<file path="src/rtl/lcd_pkg.sv">
// lcd_pkg: constants shared between the command sequencer and the LCD
// controller.
//   - Opcode values LOAD (0) through REFRESH (9).
//   - Image geometry: IMG_W x IMG_H pixels, IMG_SIZE bytes per load.
package lcd_pkg;

   localparam int IMG_W    = 12;
   localparam int IMG_H    = 9;
   localparam int IMG_SIZE = IMG_W * IMG_H;

   localparam logic [3:0] OP_LOAD        = 4'd0;
   localparam logic [3:0] OP_SHIFT_UP    = 4'd1;
   localparam logic [3:0] OP_SHIFT_DOWN  = 4'd2;
   localparam logic [3:0] OP_ZOOM_IN     = 4'd3;
   localparam logic [3:0] OP_ZOOM_OUT    = 4'd4;
   localparam logic [3:0] OP_SHIFT_RIGHT = 4'd5;
   localparam logic [3:0] OP_SHIFT_LEFT  = 4'd6;
   localparam logic [3:0] OP_AVERAGE     = 4'd7;
   localparam logic [3:0] OP_INVERT      = 4'd8;
   localparam logic [3:0] OP_REFRESH     = 4'd9;

endpackage

</file>
<file path="src/rtl/lcd_cmd_sequencer_if.sv">
// lcd_cmd_sequencer_if: command handshake between the sequencer and the LCD
// controller.
//   cmd       opcode being issued
//   cmd_valid single-cycle issue strobe
//   datain    pixel byte streamed during a LOAD
//   busy      controller busy
// Handshake: the controller samples cmd on the rising edge where cmd_valid=1
// and raises busy from the following cycle. The sequencer issues only while
// busy=0 and never on two consecutive cycles; during a LOAD the controller
// samples byte k of datain on the (k+1)-th rising edge after the issue edge.
// Modports: master = sequencer side, slave = controller side.
interface lcd_cmd_sequencer_if;

   logic [3:0] cmd;
   logic       cmd_valid;
   logic [7:0] datain;
   logic       busy;

   modport master (
      output cmd,
      output cmd_valid,
      output datain,
      input  busy
   );

   modport slave (
      input  cmd,
      input  cmd_valid,
      input  datain,
      output busy
   );

endinterface

</file>
<file path="src/rtl/lcd_cmd_fifo.sv">
// lcd_cmd_fifo: synchronous FIFO holding host opcodes.
//   clk, reset  clock, synchronous active-high reset (empties the FIFO)
//   push_i      write din_i; honoured when not full, or when full and
//               pop_i is also high in the same cycle
//   din_i       data to write
//   pop_i       drop the head entry (ignored when empty)
//   dout_o      head entry, valid while empty_o=0
//   full_o      DEPTH entries held
//   empty_o     no entries held
// DEPTH must be a power of two so the pointers wrap naturally.
module lcd_cmd_fifo #(
   parameter int DEPTH = 4,
   parameter int W     = 4
) (
   input  logic         clk,
   input  logic         reset,
   input  logic         push_i,
   input  logic [W-1:0] din_i,
   input  logic         pop_i,
   output logic [W-1:0] dout_o,
   output logic         full_o,
   output logic         empty_o
);

   localparam int            AW       = $clog2(DEPTH);
   localparam logic [AW:0]   FULL_CNT = (AW + 1)'(DEPTH);

   logic [W-1:0]  mem_q [DEPTH];
   logic [AW-1:0] wr_q, rd_q;
   logic [AW:0]   cnt_q;
   logic          do_push, do_pop;

   assign full_o  = (cnt_q == FULL_CNT);
   assign empty_o = (cnt_q == '0);
   assign dout_o  = mem_q[rd_q];

   // A push into a full FIFO is legal when the head leaves in the same cycle.
   assign do_pop  = pop_i && !empty_o;
   assign do_push = push_i && (!full_o || do_pop);

   always_ff @(posedge clk) begin
      if (reset) begin
         wr_q  <= '0;
         rd_q  <= '0;
         cnt_q <= '0;
      end else begin
         if (do_push) wr_q <= wr_q + 1'b1;
         if (do_pop)  rd_q <= rd_q + 1'b1;
         if (do_push && !do_pop)      cnt_q <= cnt_q + 1'b1;
         else if (do_pop && !do_push) cnt_q <= cnt_q - 1'b1;
      end
   end

   always_ff @(posedge clk) begin
      if (do_push) mem_q[wr_q] <= din_i;
   end

endmodule

</file>
<file path="src/rtl/lcd_cmd_sequencer.sv">
// lcd_cmd_sequencer: upstream stage of the LCD controller. Queues host
// opcodes, issues them one at a time on the controller handshake, and on LOAD
// streams the image memory straight onto datain.
//   clk, reset      clock, synchronous active-high reset
//   host_cmd        opcode pushed by the host
//   host_cmd_valid  push strobe, taken when host_cmd_ready=1
//   host_cmd_ready  FIFO has room (or is being popped this cycle)
//   img_addr        image memory address
//   img_rd          image memory read enable
//   img_data        memory data, valid the cycle after img_addr/img_rd
//   ctl             controller handshake (cmd, cmd_valid, datain, busy)
//   seq_idle        nothing queued, FSM idle and controller not busy
//   err_illegal     sticky: an opcode above CMD_MAX was dropped
//   err_timeout     sticky: busy did not rise after an issue
//   dbg_state_o     current FSM state
module lcd_cmd_sequencer
   import lcd_pkg::OP_LOAD;
#(
   parameter int FIFO_DEPTH   = 4,
   parameter int IMG_SIZE     = lcd_pkg::IMG_SIZE,
   parameter int CMD_MAX      = 9,
   parameter int BUSY_TIMEOUT = 3
) (
   input  logic                       clk,
   input  logic                       reset,
   input  logic [3:0]                 host_cmd,
   input  logic                       host_cmd_valid,
   output logic                       host_cmd_ready,
   output logic [6:0]                 img_addr,
   output logic                       img_rd,
   input  logic [7:0]                 img_data,
   lcd_cmd_sequencer_if.master        ctl,
   output logic                       seq_idle,
   output logic                       err_illegal,
   output logic                       err_timeout,
   output logic [2:0]                 dbg_state_o
);

   localparam logic [2:0] S_IDLE      = 3'd0;
   localparam logic [2:0] S_ISSUE     = 3'd1;
   localparam logic [2:0] S_STREAM    = 3'd2;
   localparam logic [2:0] S_WAIT_RISE = 3'd3;
   localparam logic [2:0] S_WAIT_FALL = 3'd4;

   localparam logic [6:0]    LAST_ADDR = 7'(IMG_SIZE - 1);
   localparam int            TW        = (BUSY_TIMEOUT > 1) ? $clog2(BUSY_TIMEOUT) : 1;
   localparam logic [TW-1:0] LAST_TMO  = TW'(BUSY_TIMEOUT - 1);

   logic [2:0]    state_q, state_d;
   logic [3:0]    cmd_q, cmd_d;
   logic [6:0]    addr_q, addr_d;
   logic [TW-1:0] tmo_q, tmo_d;
   logic          err_ill_q, err_ill_d;
   logic          err_tmo_q, err_tmo_d;

   logic          fifo_full, fifo_empty;
   logic [3:0]    fifo_head;
   logic          pop, push_acc, op_legal;

   // Pop only from IDLE with the controller free; busy lags an issue by one
   // cycle, which the WAIT states absorb.
   assign pop            = (state_q == S_IDLE) && !fifo_empty && !ctl.busy;
   assign host_cmd_ready = !fifo_full || pop;
   assign push_acc       = host_cmd_valid && host_cmd_ready;
   assign op_legal       = (host_cmd <= 4'(CMD_MAX));

   lcd_cmd_fifo #(
      .DEPTH (FIFO_DEPTH),
      .W     (4)
   ) u_fifo (
      .clk     (clk),
      .reset   (reset),
      .push_i  (push_acc && op_legal),
      .din_i   (host_cmd),
      .pop_i   (pop),
      .dout_o  (fifo_head),
      .full_o  (fifo_full),
      .empty_o (fifo_empty)
   );

   always_comb begin
      state_d   = state_q;
      cmd_d     = cmd_q;
      addr_d    = addr_q;
      tmo_d     = tmo_q;
      err_ill_d = err_ill_q | (push_acc && !op_legal);
      err_tmo_d = err_tmo_q;
      case (state_q)
         S_IDLE: begin
            if (pop) begin
               cmd_d   = fifo_head;
               state_d = S_ISSUE;
               if (fifo_head == OP_LOAD) addr_d = '0;
            end
         end
         S_ISSUE: begin
            tmo_d = '0;
            if (cmd_q == OP_LOAD) begin
               // Address 0 goes out with the issue itself, so byte k lands
               // on datain for the (k+1)-th edge after the issue edge.
               addr_d  = addr_q + 7'd1;
               state_d = S_STREAM;
            end else begin
               state_d = S_WAIT_RISE;
            end
         end
         S_STREAM: begin
            if (addr_q == LAST_ADDR) state_d = S_WAIT_FALL;
            else                     addr_d  = addr_q + 7'd1;
         end
         S_WAIT_RISE: begin
            if (ctl.busy) begin
               state_d = S_WAIT_FALL;
            end else if (tmo_q == LAST_TMO) begin
               err_tmo_d = 1'b1;
               state_d   = S_IDLE;
            end else begin
               tmo_d = tmo_q + 1'b1;
            end
         end
         S_WAIT_FALL: begin
            if (!ctl.busy) state_d = S_IDLE;
         end
         default: state_d = S_IDLE;
      endcase
   end

   always_ff @(posedge clk) begin
      if (reset) begin
         state_q   <= S_IDLE;
         cmd_q     <= '0;
         addr_q    <= '0;
         tmo_q     <= '0;
         err_ill_q <= 1'b0;
         err_tmo_q <= 1'b0;
      end else begin
         state_q   <= state_d;
         cmd_q     <= cmd_d;
         addr_q    <= addr_d;
         tmo_q     <= tmo_d;
         err_ill_q <= err_ill_d;
         err_tmo_q <= err_tmo_d;
      end
   end

   assign ctl.cmd       = cmd_q;
   assign ctl.cmd_valid = (state_q == S_ISSUE);
   assign ctl.datain    = img_data;
   assign img_rd        = ((state_q == S_ISSUE) && (cmd_q == OP_LOAD)) || (state_q == S_STREAM);
   assign img_addr      = addr_q;
   assign seq_idle      = fifo_empty && (state_q == S_IDLE) && !ctl.busy;
   assign err_illegal   = err_ill_q;
   assign err_timeout   = err_tmo_q;
   assign dbg_state_o   = state_q;

endmodule

</file>
<file path="src/flat_wrapper.sv">
// flat-port wrapper written by rule: the top's interface ports become plain ports
module lcd_cmd_sequencer_flat import lcd_pkg::OP_LOAD;
#(
   parameter int FIFO_DEPTH   = 4,
   parameter int IMG_SIZE     = lcd_pkg::IMG_SIZE,
   parameter int CMD_MAX      = 9,
   parameter int BUSY_TIMEOUT = 3
)
  (clk, reset, host_cmd, host_cmd_valid, host_cmd_ready, img_addr, img_rd, img_data, seq_idle, err_illegal, err_timeout, dbg_state_o, ctl_cmd, ctl_cmd_valid, ctl_datain, ctl_busy);
  lcd_cmd_sequencer_if ctl_i ();
  input  logic clk;
  input  logic reset;
  input  logic [3:0] host_cmd;
  input  logic host_cmd_valid;
  output logic host_cmd_ready;
  output logic [6:0] img_addr;
  output logic img_rd;
  input  logic [7:0] img_data;
  output logic seq_idle;
  output logic err_illegal;
  output logic err_timeout;
  output logic [2:0] dbg_state_o;
  output wire logic [$bits(ctl_i.cmd)-1:0] ctl_cmd;
  output wire logic [$bits(ctl_i.cmd_valid)-1:0] ctl_cmd_valid;
  output wire logic [$bits(ctl_i.datain)-1:0] ctl_datain;
  input wire logic [$bits(ctl_i.busy)-1:0] ctl_busy;
  assign ctl_cmd = ctl_i.cmd;
  assign ctl_cmd_valid = ctl_i.cmd_valid;
  assign ctl_datain = ctl_i.datain;
  assign ctl_i.busy = ctl_busy;
  lcd_cmd_sequencer #(.FIFO_DEPTH(FIFO_DEPTH), .IMG_SIZE(IMG_SIZE), .CMD_MAX(CMD_MAX), .BUSY_TIMEOUT(BUSY_TIMEOUT)) u_core (.clk(clk), .reset(reset), .host_cmd(host_cmd), .host_cmd_valid(host_cmd_valid), .host_cmd_ready(host_cmd_ready), .img_addr(img_addr), .img_rd(img_rd), .img_data(img_data), .ctl(ctl_i), .seq_idle(seq_idle), .err_illegal(err_illegal), .err_timeout(err_timeout), .dbg_state_o(dbg_state_o));
endmodule
</file>
<file path="config.mk">
export PLATFORM = sky130hd
export DESIGN_NAME = lcd_cmd_sequencer_flat
export DESIGN_NICKNAME = d
export VERILOG_FILES = /design/src/rtl/lcd_pkg.sv /design/src/rtl/lcd_cmd_sequencer_if.sv /design/src/rtl/lcd_cmd_fifo.sv /design/src/rtl/lcd_cmd_sequencer.sv /design/src/flat_wrapper.sv
export SDC_FILE = /design/constraint.sdc
export NUM_CORES = 1
export LEC_CHECK = 0
export BUFFER_PORTS_ARGS = -buffer_cell sky130_fd_sc_hd__buf_2
export CAP_MARGIN = 20
export CELL_PAD_IN_SITES_DETAIL_PLACEMENT = 1
export CELL_PAD_IN_SITES_GLOBAL_PLACEMENT = 2
export CORE_UTILIZATION = 34
export DETAILED_ROUTE_END_ITERATION = 8
export GPL_ROUTABILITY_DRIVEN = 0
export PLACE_DENSITY_LB_ADDON = 0.1
export SYNTH_ARGS = -nofsm -noshare
export SYNTH_HDL_FRONTEND = slang
export SYNTH_HIERARCHICAL = 1
export SYNTH_SLANG_ARGS = --single-unit
</file>
<file path="constraint.sdc">
create_clock -name clk -period 4.14 [get_ports clk]
set_input_delay 0.828 -clock clk [delete_from_list [all_inputs] [get_ports clk]]
set_output_delay 0.828 -clock clk [all_outputs]
set_load 0.02 [all_outputs]
</file>
# Yosys cells after proc, flatten, opt, wreduce, memory -nomap -nowiden
# Memories as Yosys holds them, arrays and structs flattened. A register that Yosys moved wholly into a read port is not among the register bits.
# Index checks and enable logic that the tools add are counted.
# Widths: inputs -> output; s select.
# classes
add_sub_neg	6
reduce_logical	33
n_eq_ne	16
n_mux	21
n_bitwise	2
order_cmp	1
# ops
operator	count
$mux 7	4
$mux 3	7
$pmux 7 s3	1
$pmux 3 s5	1
$logic_and 1x1->1	12
$ne 2x2->1 const B	5
$logic_not 4->1	2
$mux 2	4
$add 7x1->7 const B	1
$eq 7x7->1 const B	1
$add 2x1->2 const B	3
$eq 3x2->1 const B	2
$eq 3x3->1 const B	2
$logic_not 1->1	6
$logic_not 3->1	2
$ne 2x1->1 const B	3
$reduce_and 3->1	2
$reduce_and 5->1	1
$le 4x4->1 const B	1
$pmux 2 s2	1
$reduce_and 4->1	1
$reduce_bool 2->1	2
$add 3x1->3 const B	1
$eq 3x1->1 const B	1
9 further kinds	13
# word_totals
ramBits	16
n_memories	1
elab_cells	89
input_bits	16
register_bits	25
out_inout_bits	28
# memory_table
memory	words	word_bits	rd	rd_clocked_by_memory_dff	wr	line	text
u_core.u_fifo.mem_q	4	4	1	1	1	lcd_cmd_fifo.sv:28	logic [W-1:0] mem_q [DEPTH];

# Logic depth before layout (Yosys ltp)
# depth
depth_word	12
ltp_mapped	13
depth_no_buf	12

# Cells and area by module
# The synthesis kept the hierarchy.
# by_module_without_submodules
mod	n_inst	cells_each	seq_area_each_um2	area_per_inst_um2
lcd_cmd_sequencer	1	142	360.3	1116.1
lcd_cmd_fifo	1	68	660.6	1053.5

# Worst setup path before layout
# OpenSTA, ideal clock, no wires.
# synth_timing
path_type	input to register
startpoint	in ctl_busy
endpoint	reg u_core.u_fifo.cnt_q[2]
n_path_buf	1
setup_ns	0.070
arrival_time_ns	3.808
slack_ns	0.262
stages	12
t_required_ns	4.070
path_cell_list	or4_1 buf_2 o21ai_0 nand2_1 nor2_1 a21boi_2 ha_1 inv_1 fa_1 xor2_1 or3_2 a21oi_1
# synth_between
elab_chain_len	9
word_cells_on_any_way	14
cone_classes	mux (1); reduce/logical (13)
# synth_rtl
element	line	text
start: declaration	flat_wrapper.sv:26	input wire logic [$bits(ctl_i.busy)-1:0] ctl_busy;
$logic_not 1->1 (*)	lcd_cmd_sequencer.sv:62	assign pop = (state_q == S_IDLE) && !fifo_empty && !ctl.busy;
$logic_and 1x1->1 (*)	lcd_cmd_sequencer.sv:62	
$logic_or 1x1->1 (*)	lcd_cmd_sequencer.sv:63	assign host_cmd_ready = !fifo_full || pop;
via host_cmd_ready	flat_wrapper.sv:15	output logic host_cmd_ready;
$logic_and 1x1->1 (*)	lcd_cmd_sequencer.sv:64	assign push_acc = host_cmd_valid && host_cmd_ready;
$logic_and 1x1->1 (*)	lcd_cmd_sequencer.sv:73	.push_i (push_acc && op_legal),
$logic_and 1x1->1 (*)	lcd_cmd_fifo.sv:39	assign do_push = push_i && (!full_o || do_pop);
via u_core.u_fifo.do_push	lcd_cmd_fifo.sv:31	logic do_push, do_pop;
$logic_not 1->1	lcd_cmd_fifo.sv:50	else if (do_pop && !do_push) cnt_q <= cnt_q - 1'b1;
$logic_and 1x1->1	lcd_cmd_fifo.sv:50	
$reduce_bool 2->1 (no source line)	-	
end signal: assignment	lcd_cmd_fifo.sv:49	if (do_push && !do_pop) cnt_q <= cnt_q + 1'b1;
end signal: assignment	lcd_cmd_fifo.sv:50	
end: declaration	lcd_cmd_fifo.sv:30	logic [AW:0] cnt_q;
# The timed path passes the listed nets; every way through them passes the cells marked *.
# A chain may end at the register's enable or synchronous reset.

# Final worst setup path
# layout_timing
startpoint	in ctl_busy
endpoint	reg u_core.u_fifo.cnt_q[2]
# layout_between
elab_chain_len	9
word_cells_on_any_way	14
cone_classes	mux (1); reduce/logical (13)
# layout_rtl
element	line
$logic_not 1->1 (*)	lcd_cmd_sequencer.sv:62
$logic_and 1x1->1 (*)	lcd_cmd_sequencer.sv:62
$logic_or 1x1->1	lcd_cmd_sequencer.sv:63
$logic_and 1x1->1	lcd_cmd_sequencer.sv:64
$logic_and 1x1->1	lcd_cmd_sequencer.sv:73
$logic_and 1x1->1 (*)	lcd_cmd_fifo.sv:39
via u_core.u_fifo.do_push	lcd_cmd_fifo.sv:31
$logic_not 1->1	lcd_cmd_fifo.sv:50
$logic_and 1x1->1	lcd_cmd_fifo.sv:50
$reduce_bool 2->1 (no source line)	-
# Marks and branches as above.

==> impl_metrics.py <==
metrics = {
    "routing": {
        "initialDrtViolationCount": 62,
        "wl_per_cell_microns": 16.75,
        "post-route-drc-count": 0,
        "vias": 1628,
        "drt-pass1-iter-count": 4,
        "avgViaCountPerCell": 5.320,
        "drtAntennaViolNets": 0,
        "drt_wl_total_mm": 5.126,
    },
    "pwr": {
        "power.leakage_nw": 0.9114,
        "powerDensity_nw_per_um2": 528.9,
        "vdd_drop_max_uv": 216.1,
        "finalPower_mw": 1.273,
    },
    "final_layout": {
        "antennaDiodeCount": 0,
        "area_growth_pct": 10.96,
        "nNetsFinal": 254,
        "drive_gt1_frac": 0.2294,
        "final_cells": 306,
    },
    "place": {
        "port_buffers": 27,
        "dp_cells": 298,
        "hpwl_mm": 3.857,
    },
    "cts": {
        "cts_resized": 0,
        "hold_buffers": 0,
        "h-tree-depth": 2,
        "root_buffer": "clkbuf_8",
        "clockBufferDepth": 2,
        "insertion_delay_ns": 0.30,
        "cts_sinks": 43,
        "cts_tree": "built",
        "cts_buffers": 5,
        "postCtsSetupRepairBufs": 0,
        "clkTransAtPathRegs_ns": 0.09,
    },
    "critical_path": {
        "critPathKind": "primary input to flop",
        "crit_fanout": 7,
        "rrSetupSlack_ns": 0.73,
        "crit_path_end_kind": "flop",
        "arrival_ns": 3.72,
        "required_ns": 4.36,
        "startpoint_type": "primary input",
    },
    "floorplan": {
        "rows": 28,
        "start_util": 0.3600,
        "die_area_sq_um": 6704,
        "fp.dieH_microns": 81.88,
        "num_io_pins": 44,
        "die_w_microns": 81.88,
        "core-area_sq_um": 6026,
    },
    "sta": {
        "rsz0062_at_grt": "no",
        "fmax_mhz": 285.9,
        "drv_slew": 0,
        "setup_viol": 0,
        "worstMarginPinSlew_ns": 0.7149,
        "period_minus_slack_ns": 3.497,
        "fin_skew_ns": 0.005697,
        "hold_viol": 0,
        "slew_headroom": 0.5228,
        "tns_ns": 0,
        "period_share": 0.8448,
    },
    "logic_synthesis": {
        "synth-edff-count": 16,
        "synth_ff_type": "dfxtp_1",
        "ys_seq_elements": 43,
        "yosysWarnings": 6,
        "synthesis.nets": 234,
        "syn_inst": 210,
        "ys_async_sr_fraction": 0,
        "syn_area_per_cell_sq_um": 10.33,
        "synth.cell_area_sq_um": 2170,
        "yosysSeqAreaShare": 0.4706,
        "ys_types": 50,
    },
    "grt": {
        "grt_pass1_vias": 1666,
        "grtUsageTotal": 0.1638,
        "grt.overflow.total": 0,
        "grt_antenna_before_repair": 0,
        "grt_max_degree": 26,
        "grt_pass1_wl_mm": 8.197,
    },
    "status": {
        "outcome": "finished, final reports clean",
    },
    "worst_hold_path": {
        "min_path_type": "flop to flop",
    },
    "job": {
        "maxCapViolCount": 0,
    },
}
==> final cells by class <==
cell class,count,area (sq um)
Fill cell,702,3618
Multi-Input combinational cell,144,1031
Sequential cell,43,1021
Timing Repair Buffer,29,150.1
Tap cell,75,93.84
Clock buffer,6,72.57
Inverter,7,26.28
Clock inverter,2,12.51
==> final timing paths <==
path | from | to | cells past startpoint
max reg2reg | u_core/dbg_state_o[1] | u_core/u_fifo/cnt_q[2] | 11
max | ctl_busy | u_core/u_fifo/cnt_q[2] | 12
min reg2reg | u_core/err_timeout | u_core/err_timeout | 2
min | u_core/err_timeout | u_core/err_timeout | 2
==> Yosys cell counts, types with 2 or more instances <==
| cell | n | area [sq um] |
|---|---|---|
| and2_2 | 4 | 30.03 |
| nand2b_1 | 6 | 37.54 |
| nand3_1 | 3 | 15.01 |
| mux2i_1 | 3 | 30.03 |
| o2111ai_1 | 2 | 17.52 |
| o21a_1 | 2 | 15.01 |
| nor2b_1 | 2 | 12.51 |
| buf_4 | 8 | 60.06 |
| a21oi_1 | 10 | 50.05 |
| nand4b_1 | 2 | 17.52 |
| inv_1 | 7 | 26.28 |
| a311oi_1 | 3 | 26.28 |
| dfxtp_1 | 27 | 540.5 |
| clkbuf_1 | 7 | 26.28 |
| o21ai_0 | 12 | 60.06 |
| o211ai_1 | 7 | 52.55 |
| o31ai_1 | 2 | 15.01 |
| nand2_1 | 14 | 52.55 |
| nor4_1 | 3 | 18.77 |
| edfxtp_1 | 16 | 480.5 |
| and3_1 | 2 | 12.51 |
| a31oi_1 | 3 | 18.77 |
| nor3_1 | 5 | 25.02 |
| nor2_1 | 21 | 78.83 |
| mux4_2 | 4 | 90.09 |
| ha_1 | 7 | 87.58 |
| xor2_1 | 5 | 43.79 |
==> registers in the layout, summed over array words and instances, names as in the netlist, named ones only <==
name                 count
u_core/dbg_state_o       3
u_core/u_fifo/wr_q       2
u_core/tmo_q             2
u_core/err_timeout       1
u_core/ctl.cmd           4
u_core/u_fifo/rd_q       2
u_core/u_fifo/mem_q     16
u_core/u_fifo/cnt_q      3
u_core/img_addr          7
u_core/err_illegal       1
==> layout by cell type (no fill, tap or decap), types with 2 or more instances in the layout <==
| cell type | synthesis | routed |
|---|---|---|
| o211ai_1 | 7 | 7 |
| mux4_2 | 4 | 4 |
| clkbuf_8 | 0 | 5 |
| nor2b_1 | 2 | 2 |
| edfxtp_1 | 16 | 16 |
| a21oi_1 | 10 | 10 |
| ha_1 | 7 | 7 |
| mux2i_1 | 3 | 3 |
| nor3_1 | 5 | 5 |
| and2_2 | 4 | 4 |
| o21ai_0 | 12 | 12 |
| inv_1 | 7 | 7 |
| buf_2 | 1 | 27 |
| o21a_1 | 2 | 2 |
| o2111ai_1 | 2 | 2 |
| nand3_1 | 3 | 3 |
| nand2_1 | 14 | 14 |
| nand2b_1 | 6 | 6 |
| dfxtp_1 | 27 | 27 |
| o31ai_1 | 2 | 2 |
| buf_4 | 8 | 2 |
| a31oi_1 | 3 | 3 |
| nor4_1 | 3 | 3 |
| nand4b_1 | 2 | 2 |
| and3_1 | 2 | 2 |
| a311oi_1 | 3 | 3 |
| xor2_1 | 5 | 5 |
| nor2_1 | 21 | 21 |
==> through the flow <==
| step | worst slack, ns | util | area [sq um] | hold slack (ns) |
|---|---|---|---|---|
| final | 0.6425 | 0.3995 | 2407 | 0.4816 |
| after global routing | 0.5228 | 0.3995 | 2407 | 0.5169 |
| after CTS | 0.6295 | 0.3995 | 2407 | 0.4881 |
| after detailed placement | 0.3261 | 0.3854 | 2322 | 0.4644 |
| after global placement | 0.5466 | 0.3854 | 2322 | 0.4494 |
| after floorplan | 0.2616 | - | 2170 | 0.4495 |
==> report_power, final <==
part           switching (mW)  total (mW)  internal, mW
clock                   0.147       0.265         0.118
sequential             0.0772       0.572         0.495
combinational           0.250       0.436         0.186
==> kinds of logic (layout without fill, tap and decap cells) <==
logic type / Yosys count / in the layout / synth area share
buffers and inverters: 23 / 44 / 0.05421
xor gates and xnor gates: 6 / 6 / 0.02422
adders and majority gates: 8 / 8 / 0.04959
muxes: 8 / 8 / 0.06228
DFF: 43 / 43 / 0.4706
and+or+nand+nor: 75 / 75 / 0.1909
AOI/OAI and AO/OA: 47 / 47 / 0.1482
==> worst max-delay path: stages <==
cell      delay [ns]
buf_2           0.14
or4_1           0.60
o21ai_0         0.36
nand2_1         0.10
nor2_1          0.09
a21boi_2        0.18
ha_1            0.21
inv_1           0.08
fa_1            0.38
xor2_1          0.17
or3_2           0.41
a21oi_1         0.16
==> layer usage <==
metal | part of all wire | up-vias | global-route usage | wire [microns]
met5 | 0 | - | 0 | 0
met4 | 0.014 | 0 | 0.05789 | 74
met2 | 0.50 | 26 | 0.2769 | 2555
met1 | 0.45 | 792 | 0.2019 | 2314
met3 | 0.035 | 10 | 0.03889 | 181
li1 | - | 800 | - | -
Note: power is estimated with default switching activity, not from simulation.
